### src/rtl/gather_packet_injector.sv
// gather_packet_injector
//   Source end of a gather network link. Turns a (stream_id, length) command plus a stream of
//   payload words into one head flit, zero or more body flits and one tail flit. Flits go to a
//   gather router input stage through a single registered output slot. The link sustains one flit
//   per cycle, and valid_o never depends combinationally on ready_i.
//
// Flit format (DW bits):
//   [DW-1:DW-2]                 flit type (FlitHead / FlitBody / FlitTail)
//   head:      [STREAM_ID_H:STREAM_ID_L] = stream id, all other bits zero
//   body/tail: [DW-3:0]                  = payload word
//
// Ports
//   clk, rstn            clock, asynchronous active-low reset
//   cmd_valid/ready      command handshake, with cmd_stream_id and cmd_len (payload words - 1)
//   pld_valid/ready      payload handshake, with pld_data
//   valid_o/data_o       flit output slot to the router
//   ready_i              router can take a flit (~fifo_full)
//   busy                 packet in progress or flit still held in the output slot
module gather_packet_injector #(
  parameter int unsigned LEN_LOG     = 4,
  parameter int unsigned DW          = 32,
  parameter int unsigned STREAM_ID_H = 7,
  parameter int unsigned STREAM_ID_L = 0,
  parameter logic [1:0]  FlitHead    = 2'b10,
  parameter logic [1:0]  FlitBody    = 2'b00,
  parameter logic [1:0]  FlitTail    = 2'b01,
  localparam int unsigned PLD_W      = DW - 2,
  localparam int unsigned SID_W      = STREAM_ID_H - STREAM_ID_L + 1
) (
  input  logic               clk,
  input  logic               rstn,
  input  logic               cmd_valid,
  input  logic [SID_W-1:0]   cmd_stream_id,
  input  logic [LEN_LOG-1:0] cmd_len,
  output logic               cmd_ready,
  input  logic               pld_valid,
  input  logic [PLD_W-1:0]   pld_data,
  output logic               pld_ready,
  output logic               valid_o,
  output logic [DW-1:0]      data_o,
  input  logic               ready_i,
  output logic               busy
);

  typedef enum logic [0:0] {StIdle, StBody} state_e;

  state_e             state_q;
  logic [LEN_LOG-1:0] cnt_q;
  logic               valid_q;
  logic [DW-1:0]      data_q;
  // Holds cmd_ready low during reset and for the first cycle after release.
  logic               run_q;

  logic               slot_free;
  logic               cmd_fire;
  logic               pld_fire;
  logic [DW-1:0]      head_flit;

  // The slot can take a new flit when it is empty or its flit leaves this cycle.
  assign slot_free = ~valid_q | ready_i;
  assign cmd_ready = run_q & (state_q == StIdle) & slot_free;
  assign pld_ready = (state_q == StBody) & slot_free;
  assign cmd_fire  = cmd_valid & cmd_ready;
  assign pld_fire  = pld_valid & pld_ready;

  always_comb begin
    head_flit                          = '0;
    head_flit[DW-1:DW-2]               = FlitHead;
    head_flit[STREAM_ID_H:STREAM_ID_L] = cmd_stream_id;
  end

  always_ff @(posedge clk or negedge rstn) begin
    if (!rstn) begin
      state_q <= StIdle;
      cnt_q   <= '0;
      valid_q <= 1'b0;
      data_q  <= '0;
      run_q   <= 1'b0;
    end else begin
      run_q <= 1'b1;
      // A departing flit empties the slot unless a new flit reloads it below.
      if (valid_q && ready_i) begin
        valid_q <= 1'b0;
      end
      unique case (state_q)
        StIdle: begin
          if (cmd_fire) begin
            cnt_q   <= cmd_len;
            valid_q <= 1'b1;
            data_q  <= head_flit;
            state_q <= StBody;
          end
        end
        StBody: begin
          if (pld_fire) begin
            valid_q <= 1'b1;
            if (cnt_q == '0) begin
              data_q  <= {FlitTail, pld_data};
              state_q <= StIdle;
            end else begin
              data_q <= {FlitBody, pld_data};
              cnt_q  <= cnt_q - 1'b1;
            end
          end
        end
        default: state_q <= StIdle;
      endcase
    end
  end

  assign valid_o = valid_q;
  assign data_o  = data_q;
  assign busy    = (state_q != StIdle) | valid_q;

endmodule

### config.mk
export PLATFORM = sky130hd
export DESIGN_NAME = gather_packet_injector
export DESIGN_NICKNAME = d
export VERILOG_FILES = /design/src/rtl/gather_packet_injector.sv
export SDC_FILE = /design/constraint.sdc
export NUM_CORES = 1
export LEC_CHECK = 0
export ABC_AREA = 1
export CORE_MARGIN = 1.5
export CORE_UTILIZATION = 44
export DETAILED_ROUTE_END_ITERATION = 12
export GPL_TIMING_DRIVEN = 0
export HOLD_SLACK_MARGIN = 0.06
export PLACE_DENSITY = 0.93
export SLEW_MARGIN = 40
export SYNTH_ARGS = -nofsm -noshare
export SYNTH_HDL_FRONTEND = slang
export SYNTH_SLANG_ARGS = --single-unit
### constraint.sdc
create_clock -name clk -period 2.49 [get_ports clk]
set_clock_uncertainty 0.15 [all_clocks]
set_input_delay 0.3735 -clock clk [delete_from_list [all_inputs] [get_ports clk]]
set_output_delay 0.3735 -clock clk [all_outputs]
set_load 0.05 [all_outputs]
### After elaboration in Yosys (flattened, before gate mapping)

Cells that the tools add are included.

| cells by class | value |
|---|---|
| mux-type cells | 16 |
| reductions and logical operators | 4 |
| equality and inequality tests | 3 |
| add/sub/neg operators | 1 |
| bitwise operators | 9 |

Operator list:

| cell | count |
|---|---|
| 32-bit two-way mux | 2 |
| 32-bit case mux with 2 select lines | 1 |
| 31-bit two-way mux | 1 |
| 4-bit two-way mux | 3 |
| 4-bit case mux with 2 select lines | 1 |
| 1-bit two-way mux | 6 |
| 1-bit AND | 5 |
| 4-bit zero test | 1 |
| 2-bit != test, second input constant | 2 |
| 1-bit case mux with 2 select lines | 2 |
| 4-bit by 1-bit subtractor with 4-bit output, second input constant | 1 |
| 3-bit AND reduction | 1 |
| 2-bit by 1-bit != test with 1-bit output, second input constant | 1 |
| 1-bit inverter | 2 |
| 1-bit OR | 2 |
| 2-bit AND reduction | 1 |
| 1-bit logical AND | 1 |

| storage, ports and cells | value |
|---|---|
| word-level logic and storage cells | 38 |
| bits in registers | 39 |

### Logic depth before layout (Yosys ltp)

| logic depth | value |
|---|---|
| depth in word-level cells | 6 |
| gate-level depth with buffers | 8 |
| depth with buffers taken out | 8 |

### Least setup slack after synthesis

OpenSTA, ideal clock, no wires.

| timing | value |
|---|---|
| path type | register to output |
| start | reg valid_q (netlist: valid_o) |
| end | out cmd_ready |
| required time | 1967 ps |
| cell stages (with the launch flop) | 4 |
| arrival | 1877 ps |
| setup slack | 89 ps |
| cell sequence | dfrtp_1 -> nand2_2 -> inv_1 -> nor3_1 |

| on the way | value |
|---|---|
| longest elaborated chain between the ends | 3 |

RTL lines:

| element | line | RTL |
|---|---|---|
| start: declaration | 49 | `logic valid_q;` |
| start signal: assignment | 76 | `valid_q <= 1'b0;` |
| start signal: assignment | 83 | `valid_q <= 1'b0;` |
| start signal: assignment | 89 | `valid_q <= 1'b1;` |
| 1-bit inverter | 60 | `assign slot_free = ~valid_q \| ready_i;` |
| 1-bit OR | 60 |  |
| 1-bit AND | 61 | `assign cmd_ready = run_q & (state_q == StIdle) & slot_free;` |
| end: declaration | 35 | `output logic cmd_ready,` |

No other way between the ends.

### Final worst setup path

| timing | value |
|---|---|
| start | reg state_q |
| end | out cmd_ready |

| on the way | value |
|---|---|
| longest elaborated chain between the ends | 3 |

RTL lines:

| element | line | RTL |
|---|---|---|
| start: declaration | 47 | `state_e state_q;` |
| start signal: assignment | 74 | `state_q <= StIdle;` |
| start signal: assignment | 91 | `state_q <= StBody;` |
| start signal: assignment | 99 | `state_q <= StIdle;` |
| 1-bit inverter | n/a |  |
| 1-bit AND (2 in series) | 61 |  |

No other way between the ends.

==> flow_metrics.tcl <==
set metrics [dict create \
    run_status "completed" \
    timing.hold.ws_ns 0.323 \
    numCtsBuffers 5 \
    fmaxAchievable_mhz 432 \
    hold_viol 0 \
    finalNetCount 363 \
    grt-ovfl-total 0 \
    io_pins 83 \
    die_area_mm2 0.00450 \
    yosysUniqueCellTypes 20 \
    grt_pass1_vias 1620 \
    min_period_over_period_pct 92.9 \
    syn_inst 224 \
    dpl_cell_area_mm2 0.00269 \
    drv_cap 0 \
    cts.sinks 39 \
    syn-num-nets 273 \
    synth_top_cell_by_area "dfrtp_1" \
    final_area_mm2 0.00281 \
    grt_max_degree 40 \
    clk_latency_ns 0.29 \
    htreeDepth 2 \
    peakVddDrop_v 0.000690 \
    core.rowCount 23 \
    initial_core_util_pct 45.5 \
    synth.cell_area_mm2 0.00181 \
    yosysWarnings 0 \
    ys_seq_elements 39 \
    leakage_nw 1.43 \
    crit_required_ns 1.97 \
    r2r_cells 8 \
    crit_path_start_kind "flip-flop" \
    min_period_ns 2.31 \
    maxSlewHeadroom_pct 65.0 \
    rsz0062_at_grt "false" \
    antennaDiodeCount 0 \
    dpl.hpwl_um 3270 \
    power_density_mw_per_mm2 1400 \
    postCtsSetupRepairBufs 0 \
    synth_area_leaders "dfrtp_1 54%, nand2_1 25%, nand3_1 7.2%, buf_6 1.9%, buf_4 1.7%" \
    gr-usage-all-layers_pct 21.3 \
    routed_wl_um 4640 \
    seq_area_frac_synth_pct 54.0 \
    vias 1727 \
    drcViolationCount 0 \
    drive_gt1_share_pct 8.89 \
    cp_max_fo 10 \
    fillers 319 \
    maxSlewViolCount 0 \
    yosys.area.top_type_share_pct 54.0 \
    drt-pass1-iter-count 4 \
    io_buffer_count 82 \
    end_kind "output port" \
    root_buffer "clkbuf_8" \
    syn_area_per_cell_um2 8.07 \
    core_area_mm2 0.00397 \
    worstMarginPinSlew_ns 0.524 \
    holdPathStages 2 \
    gp_congestion 0.777 \
    finalSetupViolations 0 \
    ant_nets 0 \
    grt_antenna_before_repair 0 \
    cp.arrival_ns 1.79 \
    cts_tree "done" \
    die_h_um 67.1 \
    wl_per_cell_um 12.7 \
    clk_pin_slew_worst_paths_ns 0.07 \
    syn_to_final_growth_pct 55.6 \
    grt_first_pass_wirelength_um 7160 \
    clockBufferDepth 2 \
    hold_class "flip-flop to flip-flop" \
    path_class "flip-flop to output port" \
    die_width_um 67.1 \
    drt_iter0_markers 91 \
    seq_area_um2 976 \
    multiInputGateArea_um2 711 \
    via_per_inst 4.73 \
]
-- layout make-up --
| cell class | count | area share, % |
|---|---|---|
| multi-input cells | 164 | 25.3 |
| clock buffers | 6 | 2.94 |
| flip-flops and latches | 39 | 34.7 |
| well taps | 50 | 2.23 |
| repair buffers | 83 | 29.3 |
| clock inverters | 2 | 1.25 |
| inverters | 10 | 1.34 |
| plain buffers | 11 | 2.94 |
-- cell usage after synthesis, drive strengths merged --
| library cell | instances |
|---|---|
| a21oi | 1 |
| buf | 10 |
| clkbuf | 1 |
| conb | 1 |
| dfrtp | 39 |
| ha | 2 |
| inv | 10 |
| nand2 | 120 |
| nand3 | 28 |
| nor2 | 6 |
| nor3 | 1 |
| o21ai | 3 |
| or2 | 2 |
-- logic make-up (layout without fill, tap and decap cells) --
family | count (synthesis) | in the layout | synth area share [%]
and+or+nand+nor | 157 | 157 | 36.4
DFF | 39 | 39 | 54.0
buffers and inverters | 21 | 112 | 6.65
AOI/OAI and AO/OA | 4 | 4 | 1.32
adders and majority gates | 2 | 2 | 1.38
other | 1 | 1 | 0.208
-- metal layers --
layer | wire length (µm) | global-route usage (%)
met5 | 0 | 0
met4 | 50 | 6.89
met3 | 352 | 6.59
met2 | 2330 | 36.1
met1 | 1910 | 25.6
-- power breakdown --
| group | internal, mW | switching, mW |
|---|---|---|
| registers | 0.897 | 0.150 |
| clock network | 0.324 | 0.213 |
| logic | 0.776 | 1.57 |
-- registers in the layout, summed over array words and instances, names as in the netlist --
signal	cells
state_q	1
data_o	32
cnt_q	4
valid_o	1
run_q	1
-- worst max-delay path: stages, from the launching register on --
cell and delay, ns:
dfrtp_1 0.38, buf_4 0.19, buf_2 0.20, nor3_1 0.18, dlygate4sd2_1 0.56
-- metrics by stage --
stage / setup WS [ns] / cells / total power, mW / utilization (%) / setup TNS [ns]
3_5_place_dp: -0.0709 / 356 / 3.42 / 67.7 / -0.0709
5_1_grt: 0.0811 / 365 / 4.18 / 70.8 / 0
2_1_floorplan: 0.0895 / 224 / 2.63 / - / 0
6_report: 0.177 / 365 / 3.93 / 70.8 / 0
3_3_place_gp: -0.0271 / 356 / 3.36 / 67.7 / -0.103
4_1_cts: 0.156 / 365 / 3.96 / 70.8 / 0
-- cells in the final DEF, fill, tap and decap left out, drive strengths merged, types with 3 or more instances in the layout --
cell and n:
clkbuf 7, buf 11, nor2 6, nand3 28, clkdlybuf4s50 78, dfrtp 39
dlygate4sd2 3, inv 10, o21ai 3, nand2 120
-- timing repair --
item | in CTS | in global routing
resized for setup | 3 | 0
setup endpoints to repair | 3 | 0
hold buffers | 1 | 0
endpoints found under the hold margin | 39 | 0
-- worst paths after layout --
check	from	endpoint	slack, ns
max in group asynchronous	rstn	state_q	1.40
worst min-delay path	data_o[7]	data_o[7]	0.32
worst max-delay path	state_q	cmd_ready	0.18
min in group asynchronous	rstn	data_o[2]	0.45
worst min register to register	data_o[7]	data_o[7]	0.32
worst max register to register	cnt_q[0]	cnt_q[0]	0.96
Note: power is estimated with default switching activity, not from simulation.
